`src/rtl/spu_pkg.sv`:
```
// Shared SPU datapath helpers: width arithmetic and sum-reduction mode codes.
package spu_pkg;

    localparam int SUM_WRAP = 0;
    localparam int SUM_SAT  = 1;

    function automatic int clog2(input int v);
        int r;
        r = 0;
        while ((1 << r) < v) r++;
        return r;
    endfunction

    // Width that holds WIN pixels of DATA_W bits summed without loss.
    function automatic int full_sum_w(input int data_w, input int win);
        return data_w + clog2(win);
    endfunction

endpackage

```
`src/rtl/focal_sum_stream_if.sv`:
```
// Pixel-in / window-sum-out handshake bundle for focal_sum_stream.
interface focal_sum_stream_if #(
    parameter int DATA_W = 4,
    parameter int SUM_W  = 4
);
    logic              clear;
    logic              in_valid;
    logic              in_ready;
    logic [DATA_W-1:0] in_data;
    logic              out_valid;
    logic              out_ready;
    logic [SUM_W-1:0]  out_data;
    logic              out_last;
    logic              out_ovf;

    modport master (
        output clear, in_valid, in_data, out_ready,
        input  in_ready, out_valid, out_data, out_last, out_ovf
    );

    modport slave (
        input  clear, in_valid, in_data, out_ready,
        output in_ready, out_valid, out_data, out_last, out_ovf
    );
endinterface

```
`src/rtl/focal_tap_shift.sv`:
```
// Pixel tap line: shift register with enable and synchronous clear, taps exposed flat.
module focal_tap_shift #(
    parameter int DATA_W = 4,
    parameter int DEPTH  = 2
) (
    input  logic                     clk,
    input  logic                     rst_n,
    input  logic                     en_i,
    input  logic                     clr_i,
    input  logic [DATA_W-1:0]        din_i,
    output logic [DEPTH*DATA_W-1:0]  taps_o
);
    logic [DEPTH-1:0][DATA_W-1:0] tap_q;

    // tap_q[0] is the most recently accepted pixel.
    always_ff @(posedge clk or negedge rst_n) begin
        if (!rst_n) begin
            tap_q <= '0;
        end else if (clr_i) begin
            tap_q <= '0;
        end else if (en_i) begin
            tap_q[0] <= din_i;
            for (int i = 1; i < DEPTH; i++) tap_q[i] <= tap_q[i-1];
        end
    end

    assign taps_o = tap_q;
endmodule

```
`src/rtl/focal_sum_stream.sv`:
```
// Streaming row focal-sum: emits the sum of every full WIN-pixel window within a ROW_LEN row.
module focal_sum_stream
    import spu_pkg::*;
#(
    parameter int DATA_W   = 4,
    parameter int WIN      = 3,
    parameter int ROW_LEN  = 4,
    parameter int SUM_W    = 4,
    parameter int SATURATE = SUM_WRAP
) (
    input  logic              clk,
    input  logic              rst_n,
    focal_sum_stream_if.slave bus
);
    localparam int FW    = full_sum_w(DATA_W, WIN);
    localparam int CW    = (clog2(ROW_LEN) < 1) ? 1 : clog2(ROW_LEN);
    localparam int DEPTH = WIN - 1;

    logic [CW-1:0]           col_q, col_d;
    logic [DEPTH*DATA_W-1:0] taps;
    logic [FW-1:0]           sum_full;
    logic [SUM_W-1:0]        sum_red;
    logic                    sum_ovf;
    logic                    out_valid_q, out_valid_d;
    logic [SUM_W-1:0]        out_data_q, out_data_d;
    logic                    out_last_q, out_last_d;
    logic                    out_ovf_q, out_ovf_d;
    logic                    in_ready, acc, rel, emit, row_end;

    // Single output buffer; a release frees the slot in the same cycle.
    assign in_ready = ~out_valid_q | bus.out_ready;
    assign acc      = bus.in_valid & in_ready;
    assign rel      = out_valid_q & bus.out_ready;
    assign row_end  = (col_q == CW'(ROW_LEN - 1));
    // Taps older than the current row only sit in the window while col < WIN-1.
    assign emit     = acc & (col_q >= CW'(WIN - 1));

    focal_tap_shift #(
        .DATA_W (DATA_W),
        .DEPTH  (DEPTH)
    ) u_taps (
        .clk    (clk),
        .rst_n  (rst_n),
        .en_i   (acc & ~bus.clear),
        .clr_i  (bus.clear),
        .din_i  (bus.in_data),
        .taps_o (taps)
    );

    always_comb begin
        sum_full = FW'(bus.in_data);
        for (int i = 0; i < DEPTH; i++) begin
            sum_full = sum_full + FW'(taps[i*DATA_W +: DATA_W]);
        end
    end

    generate
        if (SUM_W >= FW) begin : g_wide
            assign sum_ovf = 1'b0;
            assign sum_red = SUM_W'(sum_full);
        end else begin : g_narrow
            assign sum_ovf = |sum_full[FW-1:SUM_W];
            assign sum_red = (SATURATE == SUM_SAT && sum_ovf) ? '1 : sum_full[SUM_W-1:0];
        end
    endgenerate

    always_comb begin
        col_d       = col_q;
        out_valid_d = out_valid_q;
        out_data_d  = out_data_q;
        out_last_d  = out_last_q;
        out_ovf_d   = out_ovf_q;
        if (bus.clear) begin
            col_d       = '0;
            out_valid_d = 1'b0;
        end else begin
            if (acc) col_d = row_end ? '0 : col_q + CW'(1);
            if (emit) begin
                out_valid_d = 1'b1;
                out_data_d  = sum_red;
                out_last_d  = row_end;
                out_ovf_d   = sum_ovf;
            end else if (rel) begin
                out_valid_d = 1'b0;
            end
        end
    end

    always_ff @(posedge clk or negedge rst_n) begin
        if (!rst_n) begin
            col_q       <= '0;
            out_valid_q <= 1'b0;
            out_data_q  <= '0;
            out_last_q  <= 1'b0;
            out_ovf_q   <= 1'b0;
        end else begin
            col_q       <= col_d;
            out_valid_q <= out_valid_d;
            out_data_q  <= out_data_d;
            out_last_q  <= out_last_d;
            out_ovf_q   <= out_ovf_d;
        end
    end

    assign bus.in_ready  = in_ready;
    assign bus.out_valid = out_valid_q;
    assign bus.out_data  = out_data_q;
    assign bus.out_last  = out_last_q;
    assign bus.out_ovf   = out_ovf_q;
endmodule

```
`src/flat_wrapper.sv`:
```
// flat-port wrapper written by rule: the top's interface ports become plain ports
module focal_sum_stream_flat import spu_pkg::*;
#(
    parameter int DATA_W   = 4,
    parameter int WIN      = 3,
    parameter int ROW_LEN  = 4,
    parameter int SUM_W    = 4,
    parameter int SATURATE = SUM_WRAP
)
  (clk, rst_n, bus_clear, bus_in_valid, bus_in_data, bus_out_ready, bus_in_ready, bus_out_valid, bus_out_data, bus_out_last, bus_out_ovf);
  focal_sum_stream_if #(.DATA_W(DATA_W), .SUM_W(SUM_W)) bus_i ();
  input  logic clk;
  input  logic rst_n;
  input wire logic [$bits(bus_i.clear)-1:0] bus_clear;
  input wire logic [$bits(bus_i.in_valid)-1:0] bus_in_valid;
  input wire logic [$bits(bus_i.in_data)-1:0] bus_in_data;
  input wire logic [$bits(bus_i.out_ready)-1:0] bus_out_ready;
  output wire logic [$bits(bus_i.in_ready)-1:0] bus_in_ready;
  output wire logic [$bits(bus_i.out_valid)-1:0] bus_out_valid;
  output wire logic [$bits(bus_i.out_data)-1:0] bus_out_data;
  output wire logic [$bits(bus_i.out_last)-1:0] bus_out_last;
  output wire logic [$bits(bus_i.out_ovf)-1:0] bus_out_ovf;
  assign bus_i.clear = bus_clear;
  assign bus_i.in_valid = bus_in_valid;
  assign bus_i.in_data = bus_in_data;
  assign bus_i.out_ready = bus_out_ready;
  assign bus_in_ready = bus_i.in_ready;
  assign bus_out_valid = bus_i.out_valid;
  assign bus_out_data = bus_i.out_data;
  assign bus_out_last = bus_i.out_last;
  assign bus_out_ovf = bus_i.out_ovf;
  focal_sum_stream #(.DATA_W(DATA_W), .WIN(WIN), .ROW_LEN(ROW_LEN), .SUM_W(SUM_W), .SATURATE(SATURATE)) u_core (.clk(clk), .rst_n(rst_n), .bus(bus_i));
endmodule
```
`config.mk`:
```
export PLATFORM = sky130hd
export DESIGN_NAME = focal_sum_stream_flat
export DESIGN_NICKNAME = d
export VERILOG_FILES = /design/src/rtl/spu_pkg.sv /design/src/rtl/focal_sum_stream_if.sv /design/src/rtl/focal_tap_shift.sv /design/src/rtl/focal_sum_stream.sv /design/src/flat_wrapper.sv
export SDC_FILE = /design/constraint.sdc
export NUM_CORES = 1
export LEC_CHECK = 0
export CORE_AREA = 3 3 63 48
export CTS_CLUSTER_DIAMETER = 40
export DETAILED_ROUTE_END_ITERATION = 10
export DIE_AREA = 0 0 66 51
export PLACE_DENSITY = 0.73
export SYNTH_ARGS = -nofsm -noshare
export SYNTH_HDL_FRONTEND = slang
export SYNTH_SLANG_ARGS = --single-unit
export TNS_END_PERCENT = 30
```
`constraint.sdc`:
```
create_clock -name clk -period 2.2 [get_ports clk]
set_input_delay 0.44 -clock clk [delete_from_list [all_inputs] [get_ports clk]]
set_output_delay 0.44 -clock clk [all_outputs]
set_load 0.005 [all_outputs]
```
==> impl_metrics.json <==
{
  "utilization": 0.535,
  "num_rows": 15,
  "crit_path_max_fanout": 2,
  "clk_path_buf_depth": 2,
  "first_pass_iters": 4,
  "htree_levels": 1,
  "max_slew.worst_pin.slew_ns": 0.464,
  "cts_tree": "built",
  "seq_power_share": 0.459,
  "cts.sinks": 17,
  "routed-via-count": 707,
  "report.power.total_mw": 0.882,
  "startpoint_type": "input pin",
  "die_h_um": 51,
  "clock_latency_ns": 0.29,
  "routed_wl_um": 1890,
  "critical_path_class": "in2reg",
  "yosysWarnings": 0,
  "syn_area_um2": 965,
  "synth_cells": 81,
  "portBuffers": 16,
  "max_slew_margin": 0.691,
  "peakVddDrop_uv": 408,
  "grt_pass1_vias": 735,
  "core_um2": 2420,
  "synth.distinct_cells": 25,
  "fin_crit_ns": 2.17,
  "hpwl_um": 1440,
  "cts.reportedPaths.clkPinSlew_ns": 0.10,
  "antenna_found_initial": 0,
  "worstPathRequired_ns": 2.38,
  "worstPathArrival_ns": 2.35,
  "drt-vias-per-instance": 4.88,
  "netlist.area_leader.share": 0.441,
  "power_density_nw_per_um2": 681,
  "synth_area_leaders": "dfrtp_1 (44%), ha_1 (14%), a22o_1 (8.2%)",
  "seq_area_frac_synth": 0.441,
  "grt_overflow": 0,
  "grtUsageTotal": 0.132,
  "p_sw_mw": 0.245,
  "final-setup-viol-count": 0,
  "clk_root_buffer_cell": "clkbuf_4",
  "cap_violations": 0,
  "outcome": "complete, no violations",
  "drive_gt1_frac": 0.288,
  "gp_congestion": 0.831,
  "grt_pass1_wl_um": 3270,
  "drv_slew": 0,
  "dieArea_um2": 3370,
  "area_growth_pct": 34.4,
  "end_kind": "register",
  "p_int_mw": 0.638,
  "p_sw_frac": 0.277,
  "p_leak_nw": 0.609,
  "cts_made_buffers": 3,
  "fin_nets": 134,
  "finClkSkew_ns": 0.00363,
  "combPwrFrac": 0.352,
  "antenna-diode-count": 0,
  "ys_ff_latch": 17,
  "hold_viol_final": 0,
  "io_pins": 17,
  "start_util": 0.398,
  "yosys.area.top_type": "dfrtp_1",
  "p_clk_frac": 0.189,
  "drc_errors": 0,
  "drtAntennaViolNets": 0,
  "cts_hold_buffers": 0,
  "wl_per_cell_um": 13.0,
  "fin_crit_sh": 0.987,
  "drtIter0Drc": 18,
  "hold_class": "in2async",
  "die_x_um": 66,
  "syn_avg_cell_area_um2": 11.9,
  "max_freq_mhz": 461,
  "grt_max_degree": 18,
  "synth_fp_nets": 103,
  "rsz0062_at_grt": "yes"
}
-- path summary, 6_finish.rpt --
check                      depth (start not counted)                    start                 endpoint  slack, ns
setup / recovery                                  10           bus_in_data[0]   u_core.bus.out_data[3]       0.03
hold / removal                                     2                    rst_n  u_core.u_taps.taps_o[1]       0.47
setup reg to reg                                   9  u_core.u_taps.taps_o[0]   u_core.bus.out_data[3]       0.05
hold reg to reg                                    1      u_core.bus.out_last      u_core.bus.out_last       0.52
max in group asynchronous                          2                    rst_n  u_core.u_taps.taps_o[5]       1.54
min in group clk                                   1      u_core.bus.out_last      u_core.bus.out_last       0.52
-- synth_stat cells --
master,instances
nor2b_4,1
nand2b_1,1
xor2_1,1
ha_1,11
a21oi_2,1
nand3_1,1
nor3_4,1
a21o_1,1
mux2_2,4
a31oi_1,1
xnor2_1,3
inv_1,6
nor2b_1,1
nand2_1,2
dfrtp_1,17
nand4b_1,1
mux2i_1,1
inv_2,1
a22o_1,9
a21oi_1,5
o31ai_1,1
fa_1,2
nor2_1,7
o21bai_1,1
nand2b_4,1
-- cells by family after synthesis --
group           share of synthesized area
buf+inv                            0.0272
compound gates                      0.147
fa+ha+maj                           0.184
xor+xnor                           0.0363
simple gates                        0.108
flops                               0.441
mux                                0.0571
-- state kept, by name (all words and copies together) (netlist names) --
signal	flops
u_core.u_taps.taps_o	8
u_core.col_q	2
u_core.bus.out_last	1
u_core.bus.out_ovf	1
u_core.bus.out_data	4
u_core.bus.out_valid	1
-- critical path, cell delays in order --
cell and delay (ns):
dlygate4sd2_1 0.22, ha_2 0.20, inv_2 0.04, fa_2 0.35, xnor2_2 0.16, ha_1 0.32, a21oi_2 0.14, nand2_1 0.08
xor2_1 0.14, mux2_4 0.26
-- metal layers --
metal,vias to the layer above,wire (µm),track usage
li1,348,-,-
met1,344,814,0.145
met2,13,959,0.240
met3,2,91,0.0462
met4,0,22,0.0405
met5,-,0,0
-- through the flow --
stage | setup slack [ns] | instances | TNS, ns | area (µm²) | hold WS [ns]
2_1_floorplan | 0.0160 | 81 | 0 | 971 | 0.144
3_5_place_dp | -0.593 | 139 | -2.02 | 1230 | 0.501
6_report | 0.0289 | 145 | 0 | 1300 | 0.471
3_3_place_gp | -0.545 | 139 | -1.81 | 1230 | 0.495
5_1_grt | -0.0756 | 145 | -0.0791 | 1300 | 0.482
4_1_cts | 0.00201 | 144 | 0 | 1280 | 0.469
-- area by class of cell --
cell class                 count  area (µm²)
timing repair buffer          26         233
clock buffer                   4        26.3
inverter                       7        26.3
fill                         208        1120
multi-input combinational     57         543
sequential                    17         425
tap                           34        42.5
-- repair_timing --
action,CTS,global route
buffers inserted,1,1
setup endpoints to repair,4,2
resized for setup,8,3
pin swaps,10,9
-- cells in the final DEF, fill, tap and decap left out, drive strengths merged, types with 3 or more instances in the layout --
cell type,instances
nor2,7
clkbuf,4
a21oi,6
clkdlybuf4s50,14
mux2,4
buf,10
xnor2,3
inv,7
ha,11
a22o,9
dfrtp,17
-- power groups by stage --
stage | Combinational [mW] | Sequential [mW] | Clock (mW)
final | 0.311 | 0.405 | 0.167
after global routing | 0.342 | 0.418 | 0.189
after CTS | 0.306 | 0.407 | 0.175
after detailed placement | 0.293 | 0.414 | 0
after global placement | 0.286 | 0.409 | 0
after floorplan | 0.126 | 0.412 | 0
(Power assumes the default switching activity.)
